### src/rtl/shiftreg_digit.sv
// shiftreg_digit: digit-serial operand shifter, parallel load then DIGIT bits per enabled cycle
// Ports: clk, rst (sync, active-high); ena gates load/shift; clear zeroes all state regardless of ena;
//        load latches A and dir; sin back-fills the vacated digit on every shift;
//        digit_out is the current digit, valid/last/cnt track consumption, done pulses after the final digit.
module shiftreg_digit #(
  parameter int WIDTH = 16,
  parameter int DIGIT = 1
) (
  input  logic                               clk,
  input  logic                               rst,
  input  logic                               ena,
  input  logic                               clear,
  input  logic                               load,
  input  logic                               dir,
  input  logic [WIDTH-1:0]                   A,
  input  logic [DIGIT-1:0]                   sin,
  output logic [DIGIT-1:0]                   digit_out,
  output logic                               valid,
  output logic                               last,
  output logic                               done,
  output logic [$clog2(WIDTH/DIGIT+1)-1:0]   cnt
);
  localparam int NDIG = WIDTH / DIGIT;
  localparam int CW = $clog2(NDIG + 1);
  logic [WIDTH-1:0] reg_q, reg_d, shr, shl;
  logic [CW-1:0] cnt_q, cnt_d;
  logic dir_q, dir_d, valid_q, valid_d, done_q, done_d;
  // A full-width digit leaves nothing of the old operand to keep.
  if (DIGIT == WIDTH) begin : g_full
    assign shr = sin;
    assign shl = sin;
  end else begin : g_part
    assign shr = {sin, reg_q[WIDTH-1:DIGIT]};
    assign shl = {reg_q[WIDTH-DIGIT-1:0], sin};
  end
  assign digit_out = dir_q ? reg_q[WIDTH-1 -: DIGIT] : reg_q[DIGIT-1:0];
  assign last = valid_q && (cnt_q == CW'(NDIG - 1));
  assign valid = valid_q;
  assign done = done_q;
  assign cnt = cnt_q;
  always_comb begin
    reg_d = reg_q;
    dir_d = dir_q;
    cnt_d = cnt_q;
    valid_d = valid_q;
    done_d = 1'b0;
    if (clear) begin
      reg_d = '0;
      dir_d = 1'b0;
      cnt_d = '0;
      valid_d = 1'b0;
    end else if (ena && load) begin
      reg_d = A;
      dir_d = dir;
      cnt_d = '0;
      valid_d = 1'b1;
    end else if (ena) begin
      reg_d = dir_q ? shl : shr;
      // Only shifts of a live operand count; idle shifting leaves cnt parked at NDIG.
      cnt_d = valid_q ? cnt_q + CW'(1) : cnt_q;
      valid_d = valid_q && !last;
      done_d = last;
    end
  end
  always_ff @(posedge clk) begin
    if (rst) begin
      reg_q <= '0;
      dir_q <= 1'b0;
      cnt_q <= '0;
      valid_q <= 1'b0;
      done_q <= 1'b0;
    end else begin
      reg_q <= reg_d;
      dir_q <= dir_d;
      cnt_q <= cnt_d;
      valid_q <= valid_d;
      done_q <= done_d;
    end
  end
endmodule

### config.mk
export PLATFORM = sky130hd
export DESIGN_NAME = shiftreg_digit
export DESIGN_NICKNAME = d
export VERILOG_FILES = /design/src/rtl/shiftreg_digit.sv
export SDC_FILE = /design/constraint.sdc
export NUM_CORES = 1
export LEC_CHECK = 0
export BUFFER_PORTS_ARGS = -buffer_cell sky130_fd_sc_hd__buf_2
export CAP_MARGIN = 30
export CORE_ASPECT_RATIO = 0.9
export CORE_MARGIN = 3
export CORE_UTILIZATION = 47
export DETAILED_ROUTE_END_ITERATION = 10
export GPL_TIMING_DRIVEN = 0
export PLACE_DENSITY_LB_ADDON = 0.15
export SLEW_MARGIN = 20
export SYNTH_ARGS = -nofsm -noshare
export SYNTH_HDL_FRONTEND = slang
export SYNTH_SLANG_ARGS = --single-unit
### constraint.sdc
create_clock -name clk -period 1.78 [get_ports clk]
set_clock_uncertainty 0.15 [all_clocks]
set_input_delay 0.178 -clock clk [delete_from_list [all_inputs] [get_ports clk]]
set_output_delay 0.178 -clock clk [all_outputs]
set_load 0.01 [all_outputs]
Word level (Yosys, flattened, before mapping). Index checks and enable logic that the tools add are counted.

Bits of input ports: 23. Register bits: 24. Output and inout port bits: 9. Logic and storage cells: 23.

Add/sub/neg operators: 1. Bitwise gates (word level): 1. Reductions and logical operators: 9. Eq/ne operators: 1. Multiplexer cells: 6.

Operators with widths (number): two-way mux 16 bit (3); adder 5 x 1 -> 5 bit (second input constant) (1); == test 5 x 4 -> 1 bit (second input constant) (1); OR reduction 4 bit (1); logical AND 1 bit (3); two-way mux 1 bit (3); OR reduction 3 bit (1); AND reduction 2 bit (1); nonzero test 2 bit (1); OR reduction 2 bit (1); zero test 1 bit (1); inverter 1 bit (1).

Depth between registers and ports, before layout. Gate-level depths: netlist (run 1).

Depth in word-level cells: 6. Depth in mapped cells: 6.

Worst setup path after synthesis (run 1). OpenSTA, ideal clock, no wires.

Path kind: flip-flop to flip-flop. Start point: register cnt_q[0], in the netlist cnt[0]. End point: register cnt_q[4], in the netlist cnt[4]. Slack: 240 ps. Required time: 1502 ps. Arrival time: 1262 ps. Setup time: 128 ps. Path buffers: 0. Cell stages (with the launch flop): 7. Period minus slack after synthesis: 1540 ps. Path through: dfxtp_1 -> ha_1 -> and3_1 -> ha_1 -> inv_1 -> a32oi_1 -> nor2_1.

Longest elaborated chain between the ends: 1.

Ends and longest elaborated chain: from (decl) (RTL line 26) `logic [CW-1:0] cnt_q, cnt_d;`; from (signal assigned) (RTL line 75) `cnt_q <= cnt_d;`; adder 5 x 1 -> 5 bit (RTL line 60) `cnt_d = valid_q ? cnt_q + CW'(1) : cnt_q;`.

No other way between the ends. A chain may end at the register's enable or synchronous reset.

Worst setup path after layout (run 1).
Start point: register cnt_q[0], in the netlist cnt[0]. End point: output port last.

Longest elaborated chain between the ends: 2.

Ends and longest elaborated chain: == test 5 x 4 -> 1 bit (RTL line 37) `assign last = valid_q && (cnt_q == CW'(NDIG - 1));`; logical AND 1 bit (RTL line 37); to (decl) (RTL line 19) `output logic last,`.

No other way between the ends.

==> results of run 1 <==
## cell usage in the layout, fill, tap and decap left out, types with 2 or more instances in the layout
| cell type | instances |
|---|---|
| dlygate4sd3_1 | 19 |
| a221oi_1 | 8 |
| dfxtp_1 | 22 |
| a221oi_2 | 8 |
| mux2_2 | 9 |
| a32oi_1 | 2 |
| mux2_4 | 8 |
| inv_1 | 2 |
| buf_6 | 4 |
| nor2_1 | 22 |
| clkbuf_4 | 3 |
| clkbuf_1 | 4 |
| and2b_1 | 9 |
| buf_2 | 33 |
| nor2b_1 | 8 |
| ha_4 | 2 |
| o21ai_0 | 3 |
| a21oi_1 | 5 |
| buf_4 | 3 |
## final timing paths
kind,to,startpoint,slack (ns)
min,cnt[3],load,0.04
max,last,cnt[0],0.009
max reg2reg,reg_q[12],dir_q,0.26
min reg2reg,cnt[3],cnt[3],0.40
## logic make-up (layout without fill, tap and decap cells)
family,Yosys count,in the layout,share of synthesized area (%)
simple gates,49,49,19.76
compound gates,27,27,18.93
flops,24,24,35.46
mux,18,18,17.08
buf+inv,15,70,6.924
fa+ha+maj,2,2,1.846
## metal layers
layer / wire (µm) / up-vias / track usage [%]
met1: 1477 / 573 / 24.82
met5: 0 / - / 0
met2: 1560 / 32 / 33.59
met3: 148 / 4 / 4.724
met4: 38 / 0 / 5.660
li1: - / 601 / -
## synthesized netlist by cell type
library cell / n
a21oi_1: 5
a221oi_1: 8
a221oi_2: 8
a32oi_1: 2
a41oi_1: 1
and2_1: 2
and2b_1: 9
and3_1: 2
buf_2: 3
buf_4: 1
buf_6: 4
clkbuf_1: 4
dfxtp_1: 24
ha_1: 2
inv_1: 2
inv_2: 1
mux2_2: 9
mux2_4: 8
mux2i_1: 1
nand2_1: 1
nand4_1: 1
nand4b_1: 1
nor2_1: 22
nor2b_1: 8
nor4bb_1: 1
o21ai_0: 3
or2_2: 1
or4_1: 1
## flip-flops by register name (all words and copies together), names as in the netlist
register,flops
dir_q,1
done,1
reg_q,16
cnt,5
valid,1
## stage by stage
step                      power, mW  util, %  TNS (ns)  instances
after floorplan              0.6566        -         0        135
after global placement       0.7025    60.03         0        204
after detailed placement     0.7069    60.03         0        204
after CTS                     1.140    71.21         0        228
after global routing          1.179    71.21  -0.03499        228
final                         1.132    71.21         0        228
## where the power goes
part / internal [mW] / leakage, nW / switching [mW]
combinational: 0.0975 / 0.571 / 0.0762
sequential: 0.546 / 0.196 / 0.00694
clock: 0.228 / 0.0279 / 0.177
total: 0.871 / 0.795 / 0.260
## worst max-delay path, cell delays in order, from the launching register on
cell and delay [ns]:
dfxtp_4 0.37, ha_4 0.16, and3_4 0.18, ha_4 0.15
and2_4 0.15, buf_6 0.11
## area by class of cell
class                      instances  area (µm²)
inverter                           3       11.26
timing repair buffer              52       366.6
buffer                            11       71.32
tap                               38       47.55
sequential                        24       485.5
multi-input combinational         96       813.3
clock buffer                       3       22.52
fill                             206       747.0
clock inverter                     1       30.03
## timing repair
item	4_1_cts	5_1_grt
hold endpoints to repair	18	0
gates resized for setup	10	0
cloned	0	0
setup endpoints to repair	2	1
pin swaps	1	0
buffers inserted	2	0
hold buffers	19	0
==> flow_summary.json, run 1 <==
{
  "grt_max_degree": 19,
  "power_density_nw_per_um2": 612.3,
  "grt_pass1_wl_um": 5637,
  "synth_cells": 135,
  "numClockSinks": 24,
  "setup_slack_ns": 0.008836,
  "yosysSeqAreaShare_pct": 35.46,
  "r2r_cells": 4,
  "path_clk_slew_ns": 0.15,
  "yosysTopAreaCellShare_pct": 35.46,
  "hold_depth": 3,
  "startpoint_type": "flop",
  "worst_pin_slew_ns": 0.4605,
  "antenna_found_initial": 0,
  "numCtsBuffers": 3,
  "finalCritPeriodShare_pct": 99.50,
  "stdcell_area_um2": 1848,
  "leakagePower_nw": 0.7946,
  "synth.largest_area_cell": "dfxtp_1",
  "final-max-slew-violation-count": 0,
  "syn_nets": 160,
  "fin_crit_ns": 1.771,
  "max_cap_violations": 0,
  "critPathKind": "flop to primary output",
  "floorplan.rows": 17,
  "place.gp.congestion": 0.7392,
  "die_y_um": 56.94,
  "drt-vias-per-instance": 5.307,
  "rsz0062_at_grt": "true",
  "arrival_ns": 1.44,
  "clock.fmax_mhz": 564.6,
  "core_area_um2": 2595,
  "grt_pass1_vias": 1214,
  "wl_um": 3225,
  "ioPinCount": 32,
  "hp-class": "input port to flop",
  "io_buffers": 31,
  "cp-end-kind": "primary output",
  "drive_gt1_share_pct": 40.53,
  "holdWs_ns": 0.03776,
  "synth-seq-cells": 24,
  "initial_core_util_pct": 52.22,
  "placed_area_um2": 1558,
  "yosys_warnings": 0,
  "hpwl_um": 2126,
  "setup_viol": 0,
  "place_ws_ns": 0.1786,
  "ant_nets": 0,
  "die_area_um2": 3564,
  "clk_latency_ns": 0.33,
  "overflow": 0,
  "final_hold_viol_count": 0,
  "cts_max_level": 1,
  "die_w_um": 62.60,
  "firstDrtPassIters": 4,
  "wl_per_cell_um": 14.14,
  "cts_tree": "yes",
  "max_slew_margin_pct": 69.30,
  "vdd_ir_drop_max_v": 0.0006207,
  "clockBufferDepth": 2,
  "nNetsFinal": 216,
  "antennaDiodeCount": 0,
  "cp_max_fo": 3,
  "grtUsageTotal_pct": 19.64,
  "worstPathRequired_ns": 1.45,
  "dr_total_vias": 1210,
  "drc": 0,
  "area_growth_pct": 36.38,
  "ys_types": 28,
  "status": "finished clean",
  "drt_iter0_drc": 74,
  "syn_area_um2": 1355,
  "cts_root_buf": "clkbuf_4",
  "syn_area_per_cell_um2": 10.04,
  "synth_area_leaders": "dfxtp_1, a221oi_2, mux2_4"
}
Note: power is estimated with default switching activity, not from simulation.
==> inputs of run 2 (changes only) <==
--- a/config.mk
+++ b/config.mk
@@ -10,6 +10,7 @@
 export CORE_ASPECT_RATIO = 0.9
 export CORE_MARGIN = 3
 export CORE_UTILIZATION = 47
+export CTS_BUF_LIST = sky130_fd_sc_hd__clkbuf_8
 export DETAILED_ROUTE_END_ITERATION = 10
 export GPL_TIMING_DRIVEN = 0
 export PLACE_DENSITY_LB_ADDON = 0.15
==> flow_summary.json, run 2 (synthesis results as in run 1) <==
{
  "layout_common_cells": "buf_2, nor2_1, dfxtp_1",
  "max_slew_margin_pct": 69.39,
  "wl_um": 3116,
  "final_common_cell": "buf_2",
  "power_density_nw_per_um2": 668.8,
  "cp_max_fo": 10,
  "grt_pass1_wl_um": 5409,
  "ant_nets": 0,
  "die_area_um2": 3564,
  "status": "finished clean",
  "cts_tree": "yes",
  "largest_register_ff_count": 16,
  "wl_per_cell_um": 14.04,
  "numClockSinks": 24,
  "place.gp.congestion": 0.7392,
  "arrival_ns": 1.40,
  "holdWs_ns": 0.001621,
  "path_clk_slew_ns": 0.08,
  "clock.fmax_mhz": 580.0,
  "max_cap_violations": 0,
  "die_w_um": 62.60,
  "stdcell_count": 222,
  "drt_iter0_drc": 58,
  "stdcell_area_um2": 1798,
  "numCtsBuffers": 3,
  "clockBufferDepth": 2,
  "dr_total_vias": 1184,
  "utilization_pct": 69.29,
  "startpoint": "dir_q",
  "cp-end-kind": "primary output",
  "rsz0062_at_grt": "false",
  "overflow": 0,
  "drive_gt1_share_pct": 42.39,
  "floorplan.rows": 17,
  "drt-vias-per-instance": 5.333,
  "antenna_found_initial": 0,
  "io_buffers": 31,
  "firstDrtPassIters": 4,
  "fin_setup_tns_ns": 0,
  "hpwl_um": 2126,
  "antennaDiodeCount": 0,
  "area_growth_pct": 32.69,
  "nNetsFinal": 210,
  "core_area_um2": 2595,
  "clk_latency_ns": 0.28,
  "vdd_ir_drop_max_v": 0.0006139,
  "dpl.cell_count": 204,
  "grt_pass1_vias": 1142,
  "worstPathRequired_ns": 1.45,
  "leakagePower_nw": 0.7757,
  "hp-class": "input port to flop",
  "final_hold_viol_count": 0,
  "initial_core_util_pct": 52.22,
  "finalCritPeriodShare_pct": 96.86,
  "final-max-slew-violation-count": 0,
  "cts_max_level": 1,
  "die_y_um": 56.94,
  "min_from": "A[14]",
  "r2r-start": "dir_q",
  "worst_pin_slew_ns": 0.4591,
  "ioPinCount": 32,
  "critPathKind": "flop to primary output",
  "placed_area_um2": 1558,
  "startpoint_type": "flop",
  "grt_max_degree": 15,
  "regMostFlops": "reg_q",
  "fin_crit_ns": 1.724,
  "grtUsageTotal_pct": 18.72,
  "cts_root_buf": "clkbuf_8",
  "drc": 0,
  "setup_viol": 0
}
run 2: cell types whose count changed in the layout (fill, tap and decap cells not counted):
cell           before  now
ha_4                2    1
ha_2                0    1
clkbuf_4            3    0
buf_6               4    5
dlygate4sd3_1      19   12
clkbuf_8            0    3
run 2: where the power goes:
group          internal [mW]  leakage [nW]  total, mW  switching (mW)
Combinational         0.0883         0.544      0.162          0.0739
Clock                  0.301        0.0357      0.488           0.187
Sequential             0.545         0.196      0.552         0.00700
run 2: metrics by stage:
step	setup WS [ns]	total power [mW]
finish	0.05583	1.202
global route	0.005235	1.250
CTS	0.02900	1.216
detailed placement	0.1786	0.7069
global placement	0.2183	0.7025
floorplan	0.2404	0.6566
run 2: repair_timing:
action / CTS / global route
pin swaps: 0 / 0
setup buffers: 2 / 0
gates resized for setup: 7 / 2
hold endpoints to repair: 12 / 0
hold buffers: 12 / 0
setup endpoints to repair: 1 / 1
run 2: area by class of cell:
class	instances	area (µm²)
inverter	3	11.26
timing repair buffer	45	296.5
tap	38	47.55
sequential	24	485.5
clock buffer	3	41.29
fill	214	797.0
buffer	12	82.58
clock inverter	1	30.03
multi-input combinational	96	803.3
run 2: critical path: stages (launching register included):
cell and delay, ns:
dfxtp_1 0.33, buf_6 0.14, buf_6 0.18, mux2_2 0.34
buf_2 0.14
run 2: worst paths after layout:
check                           slack [ns]  depth (start not counted)   endpoint
worst max-delay path                  0.06                          4  digit_out
worst max register to register        0.26                          5   reg_q[4]
worst min-delay path                 0.002                          3  reg_q[14]
worst min register to register        0.39                          2     cnt[3]
run 2: routing by layer:
layer	global-route usage, %	vias to the layer above	routed length (µm)
li1	-	593	-
met1	24.48	560	1454
met2	31.46	27	1500
met3	4.921	4	137
met4	3.774	0	24
met5	0	-	0
==> inputs of run 3 (changes only) <==
--- a/config.mk
+++ b/config.mk
@@ -13,8 +13,9 @@
 export CTS_BUF_LIST = sky130_fd_sc_hd__clkbuf_8
 export DETAILED_ROUTE_END_ITERATION = 10
 export GPL_TIMING_DRIVEN = 0
+export MAX_ROUTING_LAYER = met4
 export PLACE_DENSITY_LB_ADDON = 0.15
-export SLEW_MARGIN = 20
+export SLEW_MARGIN = 40
 export SYNTH_ARGS = -nofsm -noshare
 export SYNTH_HDL_FRONTEND = slang
 export SYNTH_SLANG_ARGS = --single-unit
==> flow_summary.json, run 3 (synthesis results as in run 1) <==
{
  "startpoint_type": "flop",
  "place.gp.congestion": 0.7484,
  "max_cap_violations": 0,
  "setup_slack_ns": 0.05742,
  "final-max-slew-violation-count": 0,
  "wl_um": 3106,
  "vdd_ir_drop_max_v": 0.0006139,
  "setup_viol": 0,
  "hp-class": "input port to flop",
  "largest_register_ff_count": 16,
  "wl_per_cell_um": 13.99,
  "cts_root_buf": "clkbuf_8",
  "cts_tree": "yes",
  "stdcell_area_um2": 1798,
  "cts_max_level": 1,
  "rsz0062_at_grt": "false",
  "die_w_um": 62.60,
  "grt_pass1_vias": 1146,
  "rrSetupSlack_ns": 0.25,
  "fin_crit_ns": 1.723,
  "final_common_cell": "buf_2",
  "drc": 0,
  "r2r_cells": 5,
  "numCtsBuffers": 3,
  "antennaDiodeCount": 0,
  "place_ws_ns": 0.1786,
  "finalCritPeriodShare_pct": 96.77,
  "worstPathRequired_ns": 1.45,
  "grtUsageTotal_pct": 19.31,
  "drt_iter0_drc": 60,
  "fin_setup_tns_ns": 0,
  "dpl.cell_count": 204,
  "area_growth_pct": 32.69,
  "drt-vias-per-instance": 5.324,
  "ioPinCount": 32,
  "leakagePower_nw": 0.7757,
  "regMostFlops": "reg_q",
  "path_clk_slew_ns": 0.08,
  "grt_max_degree": 15,
  "worstSetupEndpoint": "digit_out",
  "ant_nets": 0,
  "worst_pin_slew_ns": 0.4616,
  "dr_total_vias": 1182,
  "power_density_nw_per_um2": 667.7,
  "drive_gt1_share_pct": 42.39,
  "startpoint": "dir_q",
  "critPathKind": "flop to primary output",
  "die_y_um": 56.94,
  "clk_latency_ns": 0.27,
  "stdcell_count": 222,
  "r2r-start": "dir_q",
  "cp-end-kind": "primary output",
  "hold_depth": 3,
  "max_slew_margin_pct": 69.22,
  "firstDrtPassIters": 4,
  "numClockSinks": 24,
  "arrival_ns": 1.39,
  "hpwl_um": 2126,
  "core_area_um2": 2595,
  "final_hold_viol_count": 0,
  "overflow": 0,
  "nNetsFinal": 210,
  "layout_common_cells": "buf_2, nor2_1, dfxtp_1",
  "r2r-end": "reg_q[4]",
  "initial_core_util_pct": 52.22,
  "io_buffers": 31,
  "grt_pass1_wl_um": 5402,
  "antenna_found_initial": 0,
  "cp_max_fo": 10,
  "clock.fmax_mhz": 580.5,
  "floorplan.rows": 17,
  "fillers": 214,
  "placed_area_um2": 1558,
  "clockBufferDepth": 2,
  "status": "finished clean",
  "die_area_um2": 3564
}
[run 3: cell counts in the layout (fill, tap and decap cells not counted)]
No cell type changed its count.
[run 3: layout make-up]
cell class	instances	area, µm²	area share [%]
Multi-Input combinational cell	96	803.3	44.68
Sequential cell	24	485.5	27.00
Timing Repair Buffer	45	296.5	16.49
Buffer	12	82.58	4.593
Tap cell	38	47.55	2.644
Clock buffer	3	41.29	2.296
Clock inverter	1	30.03	1.670
Inverter	3	11.26	0.6263
[run 3: routing by layer]
metal / wire length, µm / vias up / GRT usage [%] / share of wire (%)
met4: 25 / 0 / 3.774 / 0.80
li1: - / 593 / - / -
met1: 1443 / 562 / 24.48 / 46
met5: 0 / - / - / 0
met2: 1508 / 23 / 31.46 / 49
met3: 129 / 4 / 4.921 / 4.2
[run 3: critical path, cell delays in order (launching register included)]
cell	delay, ns
dfxtp_1	0.33
buf_6	0.14
buf_6	0.18
mux2_2	0.34
buf_2	0.14
[run 3: worst min path at each step]
stage / start / endpoint / slack [ns]
final: A[14] / reg_q[14] / 0.003
after global routing: A[8] / reg_q[8] / 0.01
after CTS: A[4] / reg_q[4] / 0.00006
after detailed placement: A[1] / reg_q[1] / 0.27
after global placement: A[0] / reg_q[0] / 0.26
after floorplan: A[0] / reg_q[0] / 0.16
[run 3: report_power, final]
part           internal [mW]  switching [mW]
logic                 0.0883          0.0741
registers              0.545         0.00695
clock network          0.301           0.185
[run 3: per-stage QoR]
| step | utilization [%] | power, mW | hold WS, ns |
|---|---|---|---|
| floorplan | - | 0.6566 | 0.1591 |
| global placement | 60.03 | 0.7025 | 0.2562 |
| detailed placement | 60.03 | 0.7069 | 0.2701 |
| CTS | 68.95 | 1.216 | 0.00006464 |
| global route | 69.29 | 1.250 | 0.01303 |
| finish | 69.29 | 1.201 | 0.003409 |
[run 3: what timing repair did]
item / 4_1_cts / 5_1_grt
hold buffers: 12 / 0
resized for setup: 7 / 2
buffers inserted: 2 / 0
hold endpoints to repair: 12 / 0
endpoints found under the setup margin: 1 / 1
